<file path="src/rtl/channel_pkg.sv">
// Shared types for the channel-A selection sequencer: FSM states, result codes, bus parity.
package channel_pkg;

    typedef enum logic [3:0] {
        ST_IDLE,
        ST_ADDR_SETUP,
        ST_SELECT,
        ST_WAIT_ADDR_IN,
        ST_CMD_SETUP,
        ST_WAIT_ADDR_DROP,
        ST_WAIT_STATUS,
        ST_WAIT_STATUS_DROP,
        ST_FINISH,
        ST_ERROR
    } seq_state_e;

    typedef enum logic [2:0] {
        RESULT_OK            = 3'd0,
        RESULT_TIMEOUT       = 3'd1,
        RESULT_NO_DEVICE     = 3'd2,
        RESULT_ADDR_MISMATCH = 3'd3,
        RESULT_PARITY        = 3'd4
    } result_e;

    // Bit that makes the 9-bit bus+parity word carry an odd number of ones.
    function automatic logic odd_parity(input logic [7:0] d);
        return ~^d;
    endfunction

endpackage

</file>
<file path="src/rtl/channel_select_seq_if.sv">
// Parallel channel "A" bus-and-tag bundle; master = channel side, slave = control unit side.
interface channel_select_seq_if;
    logic [7:0] a_bus_out;
    logic       a_bus_out_parity;
    logic [7:0] a_bus_in;
    logic       a_bus_in_parity;
    logic       a_operational_out;
    logic       a_hold_out;
    logic       a_select_out;
    logic       a_address_out;
    logic       a_command_out;
    logic       a_service_out;
    logic       a_suppress_out;
    logic       a_operational_in;
    logic       a_address_in;
    logic       a_status_in;
    logic       a_service_in;
    logic       a_select_in;
    logic       a_request_in;

    modport master (
        output a_bus_out, a_bus_out_parity,
        output a_operational_out, a_hold_out, a_select_out, a_address_out,
        output a_command_out, a_service_out, a_suppress_out,
        input  a_bus_in, a_bus_in_parity,
        input  a_operational_in, a_address_in, a_status_in, a_service_in,
        input  a_select_in, a_request_in
    );

    modport slave (
        input  a_bus_out, a_bus_out_parity,
        input  a_operational_out, a_hold_out, a_select_out, a_address_out,
        input  a_command_out, a_service_out, a_suppress_out,
        output a_bus_in, a_bus_in_parity,
        output a_operational_in, a_address_in, a_status_in, a_service_in,
        output a_select_in, a_request_in
    );
endinterface

</file>
<file path="src/rtl/channel_in_sync.sv">
// Multi-stage flop chain bringing channel tag-in/bus-in into the aclk domain.
// Latency STAGES cycles; no backpressure, samples every cycle.
module channel_in_sync #(
    parameter int WIDTH  = 13,
    parameter int STAGES = 2
) (
    input  logic             aclk,
    input  logic             aresetn,
    input  logic [WIDTH-1:0] din,
    output logic [WIDTH-1:0] dout
);
    logic [WIDTH-1:0] stage_q [STAGES];
    logic [WIDTH-1:0] stage_d [STAGES];

    always_comb begin
        stage_d[0] = din;
        for (int i = 1; i < STAGES; i++) begin
            stage_d[i] = stage_q[i-1];
        end
    end

    always_ff @(posedge aclk or negedge aresetn) begin
        if (!aresetn) begin
            for (int i = 0; i < STAGES; i++) begin
                stage_q[i] <= '0;
            end
        end else begin
            stage_q <= stage_d;
        end
    end

    assign dout = stage_q[STAGES-1];
endmodule

</file>
<file path="src/rtl/channel_select_seq.sv">
// Channel-side initial-selection sequencer: address out, command out, status in, service accept.
// Latency is set by control-unit response plus deskew; start is dropped while busy, no queueing.
module channel_select_seq
    import channel_pkg::*;
#(
    parameter int DESKEW_CYCLES  = 4,
    parameter int TIMEOUT_CYCLES = 65535,
    parameter int SYNC_STAGES    = 2
) (
    input  logic                 aclk,
    input  logic                 aresetn,
    input  logic                 start,
    input  logic [7:0]           device_addr,
    input  logic [7:0]           command,
    output logic                 busy,
    output logic                 done,
    output logic [2:0]           result,
    output logic [7:0]           status,
    channel_select_seq_if.master ch
);
    localparam int SW = 13;
    localparam logic [15:0] DS_LAST = 16'(DESKEW_CYCLES - 1);
    localparam logic [15:0] TO_LAST = 16'(TIMEOUT_CYCLES - 1);

    seq_state_e state_q, state_d;
    result_e    result_q, result_d;
    logic [15:0] cnt_q, cnt_d;
    logic [7:0]  addr_q, addr_d, cmd_q, cmd_d, status_q, status_d, bus_q, bus_d;
    logic op_q, op_d, hold_q, hold_d, select_q, select_d;
    logic address_q, address_d, command_q, command_d, service_q, service_d;

    logic [SW-1:0] sync_in, sync_out;
    logic [7:0] s_bus;
    logic s_par, s_sel, s_sts, s_adr, s_opr, par_ok;
    logic accept, fail, timed_out;
    result_e fail_code;
    logic unused_tags;

    assign sync_in = {ch.a_bus_in_parity, ch.a_bus_in, ch.a_select_in,
                      ch.a_status_in, ch.a_address_in, ch.a_operational_in};

    channel_in_sync #(.WIDTH(SW), .STAGES(SYNC_STAGES)) u_in_sync (
        .aclk    (aclk),
        .aresetn (aresetn),
        .din     (sync_in),
        .dout    (sync_out)
    );

    assign {s_par, s_bus, s_sel, s_sts, s_adr, s_opr} = sync_out;
    assign par_ok      = (odd_parity(s_bus) == s_par);
    assign timed_out   = (cnt_q >= TO_LAST);
    assign unused_tags = ch.a_request_in ^ ch.a_service_in;

    always_comb begin
        state_d   = state_q;
        result_d  = result_q;
        cnt_d     = (cnt_q == 16'hFFFF) ? cnt_q : cnt_q + 16'd1;
        addr_d    = addr_q;
        cmd_d     = cmd_q;
        status_d  = status_q;
        bus_d     = bus_q;
        op_d      = 1'b1;
        hold_d    = hold_q;
        select_d  = select_q;
        address_d = address_q;
        command_d = command_q;
        service_d = service_q;
        accept    = 1'b0;
        fail      = 1'b0;
        fail_code = RESULT_OK;

        case (state_q)
            ST_IDLE: accept = start;
            ST_ADDR_SETUP: begin
                if (cnt_q >= DS_LAST) begin
                    address_d = 1'b1;
                    state_d   = ST_SELECT;
                end
            end
            ST_SELECT: begin
                hold_d   = 1'b1;
                select_d = 1'b1;
                if (s_sel) begin
                    fail      = 1'b1;
                    fail_code = RESULT_NO_DEVICE;
                end else if (s_opr) begin
                    hold_d   = 1'b0;
                    select_d = 1'b0;
                    state_d  = ST_WAIT_ADDR_IN;
                end else if (timed_out) begin
                    fail      = 1'b1;
                    fail_code = RESULT_TIMEOUT;
                end
            end
            ST_WAIT_ADDR_IN: begin
                if (s_adr) begin
                    if (!par_ok) begin
                        fail      = 1'b1;
                        fail_code = RESULT_PARITY;
                    end else if (s_bus != addr_q) begin
                        fail      = 1'b1;
                        fail_code = RESULT_ADDR_MISMATCH;
                    end else begin
                        address_d = 1'b0;
                        bus_d     = cmd_q;
                        state_d   = ST_CMD_SETUP;
                    end
                end else if (timed_out) begin
                    fail      = 1'b1;
                    fail_code = RESULT_TIMEOUT;
                end
            end
            ST_CMD_SETUP: begin
                if (cnt_q >= DS_LAST) begin
                    command_d = 1'b1;
                    state_d   = ST_WAIT_ADDR_DROP;
                end
            end
            ST_WAIT_ADDR_DROP: begin
                if (!s_adr) begin
                    command_d = 1'b0;
                    state_d   = ST_WAIT_STATUS;
                end else if (timed_out) begin
                    fail      = 1'b1;
                    fail_code = RESULT_TIMEOUT;
                end
            end
            ST_WAIT_STATUS: begin
                if (s_sts) begin
                    if (!par_ok) begin
                        fail      = 1'b1;
                        fail_code = RESULT_PARITY;
                    end else begin
                        status_d  = s_bus;
                        service_d = 1'b1;
                        state_d   = ST_WAIT_STATUS_DROP;
                    end
                end else if (timed_out) begin
                    fail      = 1'b1;
                    fail_code = RESULT_TIMEOUT;
                end
            end
            ST_WAIT_STATUS_DROP: begin
                if (!s_sts) begin
                    service_d = 1'b0;
                    bus_d     = 8'h00;
                    result_d  = RESULT_OK;
                    state_d   = ST_FINISH;
                end else if (timed_out) begin
                    fail      = 1'b1;
                    fail_code = RESULT_TIMEOUT;
                end
            end
            // Done cycle; busy is already low, so a fresh start may launch directly.
            ST_FINISH, ST_ERROR: begin
                state_d = ST_IDLE;
                accept  = start;
            end
            default: state_d = ST_IDLE;
        endcase

        if (accept) begin
            addr_d  = device_addr;
            cmd_d   = command;
            bus_d   = device_addr;
            state_d = ST_ADDR_SETUP;
        end

        if (fail) begin
            hold_d    = 1'b0;
            select_d  = 1'b0;
            address_d = 1'b0;
            command_d = 1'b0;
            service_d = 1'b0;
            bus_d     = 8'h00;
            result_d  = fail_code;
            state_d   = ST_ERROR;
        end

        if (state_d != state_q) begin
            cnt_d = '0;
        end
    end

    always_ff @(posedge aclk or negedge aresetn) begin
        if (!aresetn) begin
            state_q   <= ST_IDLE;
            result_q  <= RESULT_OK;
            cnt_q     <= '0;
            addr_q    <= '0;
            cmd_q     <= '0;
            status_q  <= '0;
            bus_q     <= '0;
            op_q      <= 1'b0;
            hold_q    <= 1'b0;
            select_q  <= 1'b0;
            address_q <= 1'b0;
            command_q <= 1'b0;
            service_q <= 1'b0;
        end else begin
            state_q   <= state_d;
            result_q  <= result_d;
            cnt_q     <= cnt_d;
            addr_q    <= addr_d;
            cmd_q     <= cmd_d;
            status_q  <= status_d;
            bus_q     <= bus_d;
            op_q      <= op_d;
            hold_q    <= hold_d;
            select_q  <= select_d;
            address_q <= address_d;
            command_q <= command_d;
            service_q <= service_d;
        end
    end

    assign busy   = !(state_q inside {ST_IDLE, ST_FINISH, ST_ERROR});
    assign done   = (state_q == ST_FINISH) || (state_q == ST_ERROR);
    assign result = result_q;
    assign status = status_q;

    assign ch.a_bus_out         = bus_q;
    assign ch.a_bus_out_parity  = odd_parity(bus_q);
    assign ch.a_operational_out = op_q;
    assign ch.a_hold_out        = hold_q;
    assign ch.a_select_out      = select_q;
    assign ch.a_address_out     = address_q;
    assign ch.a_command_out     = command_q;
    assign ch.a_service_out     = service_q;
    assign ch.a_suppress_out    = 1'b0;
endmodule

</file>
<file path="src/flat_wrapper.sv">
// flat-port wrapper written by rule: the top's interface ports become plain ports
module channel_select_seq_flat import channel_pkg::*;
#(
    parameter int DESKEW_CYCLES  = 4,
    parameter int TIMEOUT_CYCLES = 65535,
    parameter int SYNC_STAGES    = 2
)
  (aclk, aresetn, start, device_addr, command, busy, done, result, status, ch_a_bus_out, ch_a_bus_out_parity, ch_a_operational_out, ch_a_hold_out, ch_a_select_out, ch_a_address_out, ch_a_command_out, ch_a_service_out, ch_a_suppress_out, ch_a_bus_in, ch_a_bus_in_parity, ch_a_operational_in, ch_a_address_in, ch_a_status_in, ch_a_service_in, ch_a_select_in, ch_a_request_in);
  channel_select_seq_if ch_i ();
  input  logic aclk;
  input  logic aresetn;
  input  logic start;
  input  logic [7:0] device_addr;
  input  logic [7:0] command;
  output logic busy;
  output logic done;
  output logic [2:0] result;
  output logic [7:0] status;
  output wire logic [$bits(ch_i.a_bus_out)-1:0] ch_a_bus_out;
  output wire logic [$bits(ch_i.a_bus_out_parity)-1:0] ch_a_bus_out_parity;
  output wire logic [$bits(ch_i.a_operational_out)-1:0] ch_a_operational_out;
  output wire logic [$bits(ch_i.a_hold_out)-1:0] ch_a_hold_out;
  output wire logic [$bits(ch_i.a_select_out)-1:0] ch_a_select_out;
  output wire logic [$bits(ch_i.a_address_out)-1:0] ch_a_address_out;
  output wire logic [$bits(ch_i.a_command_out)-1:0] ch_a_command_out;
  output wire logic [$bits(ch_i.a_service_out)-1:0] ch_a_service_out;
  output wire logic [$bits(ch_i.a_suppress_out)-1:0] ch_a_suppress_out;
  input wire logic [$bits(ch_i.a_bus_in)-1:0] ch_a_bus_in;
  input wire logic [$bits(ch_i.a_bus_in_parity)-1:0] ch_a_bus_in_parity;
  input wire logic [$bits(ch_i.a_operational_in)-1:0] ch_a_operational_in;
  input wire logic [$bits(ch_i.a_address_in)-1:0] ch_a_address_in;
  input wire logic [$bits(ch_i.a_status_in)-1:0] ch_a_status_in;
  input wire logic [$bits(ch_i.a_service_in)-1:0] ch_a_service_in;
  input wire logic [$bits(ch_i.a_select_in)-1:0] ch_a_select_in;
  input wire logic [$bits(ch_i.a_request_in)-1:0] ch_a_request_in;
  assign ch_a_bus_out = ch_i.a_bus_out;
  assign ch_a_bus_out_parity = ch_i.a_bus_out_parity;
  assign ch_a_operational_out = ch_i.a_operational_out;
  assign ch_a_hold_out = ch_i.a_hold_out;
  assign ch_a_select_out = ch_i.a_select_out;
  assign ch_a_address_out = ch_i.a_address_out;
  assign ch_a_command_out = ch_i.a_command_out;
  assign ch_a_service_out = ch_i.a_service_out;
  assign ch_a_suppress_out = ch_i.a_suppress_out;
  assign ch_i.a_bus_in = ch_a_bus_in;
  assign ch_i.a_bus_in_parity = ch_a_bus_in_parity;
  assign ch_i.a_operational_in = ch_a_operational_in;
  assign ch_i.a_address_in = ch_a_address_in;
  assign ch_i.a_status_in = ch_a_status_in;
  assign ch_i.a_service_in = ch_a_service_in;
  assign ch_i.a_select_in = ch_a_select_in;
  assign ch_i.a_request_in = ch_a_request_in;
  channel_select_seq #(.DESKEW_CYCLES(DESKEW_CYCLES), .TIMEOUT_CYCLES(TIMEOUT_CYCLES), .SYNC_STAGES(SYNC_STAGES)) u_core (.aclk(aclk), .aresetn(aresetn), .start(start), .device_addr(device_addr), .command(command), .busy(busy), .done(done), .result(result), .status(status), .ch(ch_i));
endmodule
</file>
<file path="config.mk">
export PLATFORM = sky130hd
export DESIGN_NAME = channel_select_seq_flat
export DESIGN_NICKNAME = d
export VERILOG_FILES = /design/src/rtl/channel_pkg.sv /design/src/rtl/channel_select_seq_if.sv /design/src/rtl/channel_in_sync.sv /design/src/rtl/channel_select_seq.sv /design/src/flat_wrapper.sv
export SDC_FILE = /design/constraint.sdc
export NUM_CORES = 1
export LEC_CHECK = 0
export ABC_AREA = 0
export BUFFER_PORTS_ARGS = -buffer_cell sky130_fd_sc_hd__buf_2
export CAP_MARGIN = 30
export CORE_MARGIN = 1
export CORE_UTILIZATION = 51
export CTS_CLUSTER_DIAMETER = 200
export CTS_CLUSTER_SIZE = 10
export DETAILED_ROUTE_END_ITERATION = 7
export GPL_ROUTABILITY_DRIVEN = 0
export PLACE_DENSITY = 0.78
export SLEW_MARGIN = 0
export SYNTH_ARGS = -nofsm -noshare
export SYNTH_HDL_FRONTEND = slang
export SYNTH_SLANG_ARGS = --single-unit
export TNS_END_PERCENT = 20
</file>
<file path="constraint.sdc">
create_clock -name aclk -period 2.46 [get_ports aclk]
set_input_delay 0.123 -clock aclk [delete_from_list [all_inputs] [get_ports aclk]]
set_output_delay 0.123 -clock aclk [all_outputs]
set_load 0.05 [all_outputs]
</file>
==> implementation parameters, run 1 <==
Parameter                              Value

Routing
  Initial DRC Count    258
  Via count of the routed design    around 3300
  Final routed DRC violation total    0
  Total iterations of the first detailed-routing run    5
  Remaining antenna violation count after routing    0
  Post-detailed-route via-to-cell ratio    5.521
  Final routed wire length divided by cell count    15.98 um
  Post-detailed-routing wire length    9.415 mm

STA
  Measured slew at the worst slew-check pin    0.5126 ns
  Max Freq    393.3 MHz
  Final worst clock skew    approximately 0.0077 ns
  Final min period    2.542 ns
  Unrepaired setup endpoints after global routing    true
  Final worst hold slack    0.02939 ns
  Remaining max-slew budget at the tightest pin    0.6566
  Final Setup Violations    16
  Tcrit/Tclk final    1.033
  Fin. max-slew vios    0
  Final Hold Vio Count    0
  Post-route setup slack    -0.08238 ns

Global route
  First-pass GRT wire length    14.79 mm
  Met3 global-route usage    0.04524
  Via count of the first global-routing pass    roughly 3100
  GR Overflow Total    0
  Number of antenna violations at the first check in global routing    0
  Maximum number of pins on one net before global-route repair    75
  GRT Overall Usage    0.2500
  Grt met1 use    0.3456
  Grt peak-use layer    met2
  Met2 global-route usage    0.3907

CTS
  Clock buffers created by TritonCTS    9
  Clock transition at path regs    approximately 0.09 ns
  Clock root buffer master    clkbuf_8
  Max Buffers Root-to-Sink    2
  H-tree Lvls    3
  Total clock sinks    86
  Clock tree from TritonCTS    yes
  Worst-Skew Late Latency    between 0.3 and 0.4 ns

Layout
  Share of cells above drive strength 1    0.2551
  Layout area overhead    29.13%
  Number of nets in the layout    521
  Number of antenna cells inserted    0

Placement
  HPWL after detailed placement    6.342 mm
  Total of buffers placed on input and output ports    59

Floorplan
  Std cell rows    31
  DIE WIDTH    89.45 um
  Die outline height    89.45 um
  Initial cell density of the core    0.5320
  I/O pin count    between 60 and 70
  Full die area    8000 um2
  Core area    7331 um2

Power and ir drop
  Leakage dissipation    2.366 nW
  Pwr Total    0.005581 W
  Highest ir drop seen on vdd    0.001931 V
  Pwr dens    1108 nW/um2

Outcome
  Failing checks    negative setup slack
  Outcome    complete, but fails checks

Yosys
  Main synth FF type    dfrtp_1
  Largest cells by area after synthesis    dfrtp_1 (55%), nand2_1 (6.1%), xnor2_1 (4.7%), nor2_1 (2.9%), mux2_2 (2.6%)
  Synthesis warning total    0
  Synth Area per Inst    10.43 um2
  Sequential fraction of the synthesis area    0.5518
  Share of Yosys cell area claimed by the top area cell type    0.5518
  Share of synthesized registers carrying an async set or reset    1.000
  Netlist area before placement    3900 um2
  Yosys top cell by area    dfrtp_1
  Net count after synthesis    410
  Synthesis-stage register bit count    86
  Number of flops mapped to enable cells by yosys    0
  Distinct cells, synth    between 50 and 60
  Cells after Synth    374

Worst setup path
  Worst Setup End Kind    flip-flop
  Highest net fanout along the worst path    16
  Setup crit start    u_core.u_in_sync.dout[5]
  Flop2flop setup slack    -0.08 ns
  Element type at the critical path start    flip-flop
  Destination of the worst register-to-register timing path    u_core.cnt_q[8]
  End point of the critical path    u_core.cnt_q[8]
  CP Data Required Time    between 2 and 3 ns
  Classification of the worst setup path    reg2reg
  Origin of the critical flop-to-flop path    u_core.u_in_sync.dout[5]
  Critical path arrival    2.82 ns
  R2R depth    8

Flow run
  Max-capacitance violation count    0

Min path
  Worst Hold Class    in2reg
-- worst max-delay path, stage by stage (launching register included) --
cell	delay, ns
dfrtp_1	0.43
xnor2_2	0.18
xnor3_2	0.54
xor2_4	0.21
a221oi_2	0.37
and2b_1	0.22
a32oi_4	0.14
buf_12	0.18
nor3_1	0.19
-- cell families after synthesis --
group / count (synthesis) / share of synthesized area
other cells: 2 / 0.001926
xor+xnor: 33 / 0.07988
fa+ha+maj: 2 / 0.006415
mux: 9 / 0.02599
buf+inv: 15 / 0.01860
simple gates: 176 / 0.2220
compound gates: 51 / 0.09336
flops: 86 / 0.5518
-- timing repair --
item / CTS / global route
endpoints found under the hold margin: 114 / 0
gates resized for setup: 2 / 12
setup endpoints to repair: 19 / 26
hold buffers: 29 / 0
gates cloned: 0 / 0
buffers inserted: 0 / 4
pin swaps: 0 / 6
-- cell usage in the layout, fill, tap and decap left out, types with 9 or more instances in the layout --
| cell type | instances |
|---|---|
| nor2_1 | 29 |
| buf_4 | 22 |
| dlygate4sd3_1 | 29 |
| clkbuf_8 | 9 |
| buf_2 | 58 |
| xnor2_1 | 19 |
| dfrtp_1 | 86 |
| nand3_1 | 14 |
| nor3_1 | 12 |
| mux2_2 | 9 |
| o21ai_0 | 12 |
| xor2_1 | 9 |
| nand2_1 | 62 |
-- final cells by class --
type,count,area (um2)
fill,534,2295
sequential,86,2152
multi-input combinational,273,1763
timing repair buffer,111,793.3
clock buffer,9,123.9
tap,99,123.9
clock inverter,7,65.06
inverter,4,15.01
-- worst min-delay path by stage --
stage	slack [ns]	end	start	cells after the start
floorplan	-0.17	u_core.addr_q[0]	aresetn	0
global placement	0.23	u_core.u_in_sync.stage_d[5]	ch_a_bus_in[1]	1
detailed placement	-0.01	u_core.ch.a_operational_out	aresetn	1
CTS	0.01	u_core.addr_q[6]	device_addr[6]	3
global route	0.03	u_core.addr_q[6]	device_addr[6]	3
finish	0.03	u_core.addr_q[6]	device_addr[6]	3
-- metrics by stage --
| stage | TNS [ns] | cells | cell area (um2) | worst slack, ns | utilization |
|---|---|---|---|---|---|
| after floorplan | 0 | 374 | 3908 | 0.08415 | - |
| after global placement | 0 | 539 | 4419 | 0.05836 | 0.6028 |
| after detailed placement | -0.3524 | 540 | 4447 | -0.1284 | 0.6066 |
| after CTS | -0.3184 | 585 | 4938 | -0.03831 | 0.6737 |
| after global routing | -3.251 | 589 | 5036 | -0.1872 | 0.6870 |
| final | -1.051 | 589 | 5036 | -0.08238 | 0.6870 |
-- Yosys cell counts, drive strengths merged (6+ instances only) --
| library cell | count |
|---|---|
| a21oi | 9 |
| a2bb2oi | 7 |
| and2 | 8 |
| and3 | 7 |
| clkbuf | 6 |
| dfrtp | 86 |
| mux2 | 9 |
| nand2 | 63 |
| nand3 | 14 |
| nand4 | 7 |
| nor2 | 32 |
| nor2b | 7 |
| nor3 | 13 |
| o21ai | 14 |
| xnor2 | 22 |
| xor2 | 10 |
-- power breakdown --
group          switching (W)  total, W  internal, W
sequential          0.000246   0.00196      0.00171
combinational        0.00170   0.00265     0.000954
clock               0.000575  0.000968     0.000393
-- metal layers --
layer  share of wire  vias up  routed length, um
met4           0.023        0                221
li1                -     1519                  -
met5               0        -                  0
met1            0.44     1575               4186
met2            0.48      133               4492
met3           0.055       25                514
-- flip-flops by register name (all words and copies together) (netlist names) --
register and cells:
u_core.addr_q 8, u_core.ch.a_address_out 1, u_core.ch.a_bus_out 8, u_core.ch.a_command_out 1, u_core.ch.a_hold_out 1, u_core.ch.a_operational_out 1, u_core.ch.a_service_out 1, u_core.cmd_q 8
u_core.cnt_q 16, u_core.result 3, u_core.state_q 4, u_core.status 8, u_core.u_in_sync.dout 13, u_core.u_in_sync.stage_d 13
(Power assumes the default switching activity.)
==> run 2, diff against run 1 <==
--- a/config.mk
+++ b/config.mk
@@ -8,6 +8,7 @@
 export ABC_AREA = 0
 export BUFFER_PORTS_ARGS = -buffer_cell sky130_fd_sc_hd__buf_2
 export CAP_MARGIN = 30
+export CORE_ASPECT_RATIO = 0.75
 export CORE_MARGIN = 1
 export CORE_UTILIZATION = 51
 export CTS_CLUSTER_DIAMETER = 200
==> run 2 against run 1 <==
Against the previous run:
- the flow still finishes with violations (negative setup slack)
- global-route usage grew 0.30 points
- first-iteration DRC count grew 11%
- utilization hardly changed
- count of clock-buffer cells in the layout up 1
- sequential share of layout area shrank 0.18 points
- register-to-register slack worse by 0.08 ns
- largest power group unchanged
- highest routed layer unchanged
==> implementation parameters, run 2 (synthesis results as in run 1) <==
Parameter                              Value

Min path
  Worst Hold Launch    device_addr[0]
  Worst Hold End    u_core.addr_q[0]
  Cell count of the worst hold path    3
  Worst Hold Class    in2reg

Outcome
  Outcome    complete, but fails checks
  Failing checks    negative setup slack

Routing
  Remaining antenna violation count after routing    0
  Post-detailed-routing wire length    9.399 mm
  Initial DRC Count    286
  Total iterations of the first detailed-routing run    5
  Final routed DRC violation total    0
  Post-detailed-route via-to-cell ratio    5.503
  Via count of the routed design    3252
  Final routed wire length divided by cell count    ~16 um

Worst setup path
  Origin of the critical flop-to-flop path    u_core.u_in_sync.dout[4]
  Highest net fanout along the worst path    16
  CP Data Required Time    2.70 ns
  R2R depth    8
  Critical path arrival    2.86 ns
  Flop2flop setup slack    -0.16 ns
  Classification of the worst setup path    reg2reg
  Element type at the critical path start    flip-flop
  Worst Setup End Kind    flip-flop
  Destination of the worst register-to-register timing path    u_core.cnt_q[9]

Flow run
  Max-capacitance violation count    0

STA
  Post-route setup slack    -0.1606 ns
  Tcrit/Tclk final    1.065
  Final worst clock skew    0.01116 ns
  Unrepaired setup endpoints after global routing    true
  Final Hold Vio Count    0
  Final worst hold slack    0.01571 ns
  Final min period    approximately 2.6 ns
  Measured slew at the worst slew-check pin    just over 0.7 ns
  Fin. max-slew vios    0
  Remaining max-slew budget at the tightest pin    0.5163
  Final Setup Violations    20
  Max Freq    381.6 MHz

Power and ir drop
  Highest ir drop seen on vdd    around 0.0022 V
  Sequential fraction of design power    0.345
  Switching fraction of total power    0.4383
  Design internal power    roughly 0.0032 W
  Leakage dissipation    2.390 nW
  Clock power frac    0.183
  Pwr dens    around 1100 nW/um2
  Net Sw Power    0.002498 W
  Pwr Total    between 0.005 and 0.006 W
  Combinational fraction of design power    0.473

Layout
  Number of antenna cells inserted    0
  Commonest cells after routing, fill and taps aside    dfrtp_1 (86), nand2_1 (63), buf_2 (58)
  Number of standard cells in the layout, taps in and fillers out    591
  Number of nets in the layout    approximately 520
  Share of cells above drive strength 1    0.2592
  Sequential cell area    2152 um2
  Commonest non-fill, non-tap cell in the layout    dfrtp_1
  Area of the multi-input gates    1770 um2
  Register containing the most flip-flops in the final layout    u_core.cnt_q
  Layout area overhead    29.68%
  Max reg flops    16
  Layout fillers    549

Floorplan
  Core area    about 7400 um2
  Full die area    about 8000 um2
  I/O pin count    63
  Die outline height    77.73 um
  Initial cell density of the core    0.5296
  Std cell rows    27
  DIE WIDTH    between 100 and 150 um

Placement
  Placement-stage worst setup slack    -0.07997 ns
  HPWL after detailed placement    approximately 6.3 mm
  Cell count after placement    544
  Total of buffers placed on input and output ports    59

CTS
  Max Buffers Root-to-Sink    2
  H-tree Lvls    3
  Clock transition at path regs    0.09 ns
  Total clock sinks    86
  Clock root buffer master    clkbuf_8
  Worst-Skew Late Latency    0.36 ns
  Clock buffers created by TritonCTS    9
  Clock tree from TritonCTS    yes

Global route
  Via count of the first global-routing pass    3000
  First-pass GRT wire length    around 15 mm
  GR Overflow Total    0
  Maximum number of pins on one net before global-route repair    58
  Number of antenna violations at the first check in global routing    0
  GRT Overall Usage    0.2530
[run 2: critical path: stages (launching register included)]
cell	delay (ns)
dfrtp_1	0.42
xnor2_2	0.17
xnor3_2	0.54
xnor2_4	0.19
a21oi_1	0.41
and2b_1	0.27
a32oi_4	0.26
buf_12	0.18
nor2_1	0.05
[run 2: layer usage]
metal	vias to the layer above	part of all wire	GRT usage
li1	1518	-	-
met1	1535	0.44	0.3731
met2	185	0.46	0.3700
met3	14	0.082	0.06577
met4	0	0.012	0.07183
met5	-	0	0
[run 2: timing repair]
| item | CTS | global route |
|---|---|---|
| buffers inserted | 0 | 4 |
| endpoints found under the setup margin | 17 | 28 |
| pin swaps | 0 | 8 |
| hold buffers | 27 | 0 |
| endpoints found under the hold margin | 82 | 0 |
| resized for setup | 0 | 13 |
[run 2: cell type report]
class | instances | area share
Clock inverter | 6 | 0.01484
Inverter | 4 | 0.002969
Tap cell | 101 | 0.02499
Timing Repair Buffer | 111 | 0.1544
Multi-Input combinational cell | 273 | 0.3501
Sequential cell | 86 | 0.4255
Clock buffer | 10 | 0.02721
[run 2: worst max-delay path by stage]
stage                                    from                      to  slack, ns  cells after the start
CTS                 u_core.u_in_sync.dout[10]  u_core.ch.a_bus_out[1]      -0.09                      8
detailed placement  u_core.u_in_sync.dout[10]         u_core.cnt_q[8]      -0.08                      8
global route         u_core.u_in_sync.dout[4]         u_core.cnt_q[9]      -0.28                      8
global placement    u_core.u_in_sync.dout[10]         u_core.cnt_q[6]       0.02                      8
floorplan           u_core.u_in_sync.dout[10]        u_core.cnt_q[10]       0.08                      8
finish               u_core.u_in_sync.dout[4]         u_core.cnt_q[9]      -0.16                      8
[run 2: per-stage QoR]
stage / setup TNS, ns / instance area, um2 / util
after global routing: -5.526 / 5057 / 0.6867
after detailed placement: -0.3580 / 4457 / 0.6052
after CTS: -0.7697 / 4940 / 0.6707
after floorplan: 0 / 3908 / -
final: -2.512 / 5057 / 0.6867
after global placement: 0 / 4457 / 0.6052
[run 2: power by group through the flow]
| stage | logic, W | registers, W | clock network, W |
|---|---|---|---|
| after floorplan | 0.00140 | 0.00233 | 0 |
| after global placement | 0.00249 | 0.00197 | 0 |
| after detailed placement | 0.00254 | 0.00198 | 0 |
| after CTS | 0.00260 | 0.00196 | 0.00106 |
| after global routing | 0.00287 | 0.00200 | 0.00113 |
| final | 0.00269 | 0.00196 | 0.00104 |
==> run 3, diff against run 2 <==
--- a/config.mk
+++ b/config.mk
@@ -8,7 +8,7 @@
 export ABC_AREA = 0
 export BUFFER_PORTS_ARGS = -buffer_cell sky130_fd_sc_hd__buf_2
 export CAP_MARGIN = 30
-export CORE_ASPECT_RATIO = 0.75
+export CORE_ASPECT_RATIO = 1.1
 export CORE_MARGIN = 1
 export CORE_UTILIZATION = 51
 export CTS_CLUSTER_DIAMETER = 200
==> run 3 against run 2 <==
Against the previous run:
- the run now ends clean
- non-clock buffer count is 1 higher
- clock power hardly changed
- global-route usage is 1.9 points lower
- critical path type unchanged
- clock skew is 0.0044 ns higher
- flip-flop and latch count stayed put
- utilization is 1.2 points lower
- wire length is 6.4% lower
- combinational power is 3% lower
- count of clock-buffer cells in the layout is 1 higher
- total power is 1.9% lower
- sequential power hardly changed
==> implementation parameters, run 3 (synthesis results as in run 1) <==
Parameter                              Value

Floorplan
  Std cell rows    33
  Core area    approximately 7400 um2
  Full die area    around 8000 um2
  Initial cell density of the core    0.5247
  DIE WIDTH    ~85 um
  I/O pin count    63
  Die outline height    93.72 um

Routing
  Total iterations of the first detailed-routing run    4
  Remaining antenna violation count after routing    0
  Initial DRC Count    174
  Final routed wire length divided by cell count    15.24 um
  Via count of the routed design    3128
  Final routed DRC violation total    0
  Post-detailed-routing wire length    8.796 mm
  Post-detailed-route via-to-cell ratio    5.421

CTS
  Clock root buffer master    clkbuf_8
  Clock tree from TritonCTS    yes
  Clock buffers created by TritonCTS    9
  Total clock sinks    between 80 and 90
  Max Buffers Root-to-Sink    2
  Worst-Skew Late Latency    0.35 ns
  Clock transition at path regs    0.08 ns
  H-tree Lvls    3

Layout
  Share of cells above drive strength 1    0.2531
  Commonest cells after routing, fill and taps aside    dfrtp_1 (86), nand2_1 (63), buf_2 (58)
  Layout area overhead    28.52%
  Post-route standard cell area excluding fillers    5012 um2
  Register containing the most flip-flops in the final layout    u_core.cnt_q
  Commonest non-fill, non-tap cell in the layout    dfrtp_1
  Area of the multi-input gates    1753 um2
  Layout fillers    581
  Sequential cell area    roughly 2200 um2
  Number of nets in the layout    approximately 520
  Max reg flops    16
  Number of antenna cells inserted    0
  Final core occ    0.6744

Worst setup path
  Classification of the worst setup path    reg2reg
  Critical path arrival    around 2.7 ns
  Critical path buffers and inverters    1
  Flop2flop setup slack    approximately 0.018 ns
  CP Cell Sequence    xor2_1 > xnor3_2 > xnor2_4 > a31oi_1 > or3_4 > a32oi_4 > buf_12 > nor2_1
  Highest net fanout along the worst path    16
  Worst Setup End Kind    flip-flop
  Highest cell delay on the worst timing path    0.55 ns
  Crit path max-delay family    XOR/XNOR gates
  Element type at the critical path start    flip-flop
  CP Data Required Time    2.70 ns
  CP max stage cell    xnor3_2

Flow run
  Max-capacitance violation count    0

STA
  Final worst clock skew    0.01557 ns
  Remaining max-slew budget at the tightest pin    0.5809
  Final worst hold slack    0.02350 ns
  Fin. max-slew vios    0
  Final min period    around 2.4 ns
  Tcrit/Tclk final    0.9927
  Max Freq    409.5 MHz
  Final Setup Violations    0
  Final Hold Vio Count    0
  Measured slew at the worst slew-check pin    0.6287 ns
  Unrepaired setup endpoints after global routing    true

Global route
  GRT Overall Usage    0.2344
  GR Overflow Total    0
  Number of antenna violations at the first check in global routing    0
  Maximum number of pins on one net before global-route repair    between 50 and 60
  Via count of the first global-routing pass    3171
  First-pass GRT wire length    14.35 mm

Power and ir drop
  Pwr dens    approximately 1100 nW/um2
  Leakage dissipation    about 2.4 nW
  Pwr Total    between 0.005 and 0.006 W
  Highest ir drop seen on vdd    between 0.0007 and 0.0008 V

Outcome
  Outcome    complete, no violations

Placement
  HPWL after detailed placement    5.974 mm
  DP Area    4442 um2
  Total of buffers placed on input and output ports    59

Min path
  Worst Hold Class    in2reg
run 3: power breakdown:
part	leakage (nW)	internal [W]	switching (W)
registers	1.08	0.00171	0.000251
logic	1.18	0.000952	0.00165
clock network	0.0980	0.000523	0.000500
total	2.36	0.00319	0.00240
run 3: final cells by class:
cell class | instances | share of cell area
flip-flops and latches | 86 | 0.4294
inverters | 4 | 0.002996
well taps | 87 | 0.02172
clock buffers | 11 | 0.03020
repair buffers | 112 | 0.1553
multi-input cells | 273 | 0.3497
clock inverters | 4 | 0.01073
run 3: worst paths after layout:
path                                             start  cells past startpoint                       end
setup / recovery             u_core.u_in_sync.dout[10]                      8          u_core.cnt_q[15]
hold / removal                          device_addr[6]                      3          u_core.addr_q[6]
setup reg to reg             u_core.u_in_sync.dout[10]                      8          u_core.cnt_q[15]
hold reg to reg            u_core.u_in_sync.stage_d[4]                      0  u_core.u_in_sync.dout[4]
max in group asynchronous                      aresetn                      3   u_core.ch.a_address_out
min in group asynchronous                      aresetn                      2          u_core.cnt_q[12]
run 3: worst min-delay path: cells and delay by family:
family / cells / cell delay (ns)
and+or+nand+nor: 2 / 0.13
buffers and inverters: 1 / 0.08
run 3: routing by layer:
metal | part of all wire | up-vias | wire, um | global-route usage
met5 | 0 | - | 0 | 0
met4 | 0.021 | 0 | 188 | 0.1278
met3 | 0.034 | 13 | 303 | 0.03427
met2 | 0.52 | 80 | 4589 | 0.3958
met1 | 0.42 | 1519 | 3714 | 0.2919
li1 | - | 1516 | - | -
run 3: metrics by stage:
step	setup slack (ns)	TNS, ns	instances
after global placement	0.05105	0	532
after CTS	-0.01684	-0.02852	576
after floorplan	0.08415	0	374
final	0.01794	0	577
after detailed placement	-0.03668	-0.03668	532
after global routing	-0.1069	-1.645	577
run 3: timing repair:
action	4_1_cts	5_1_grt
hold buffers	28	0
buffers inserted	1	1
gates cloned	0	0
resized for setup	5	7
pin swaps	2	8
endpoints found under the hold margin	76	0
setup endpoints to repair	8	29
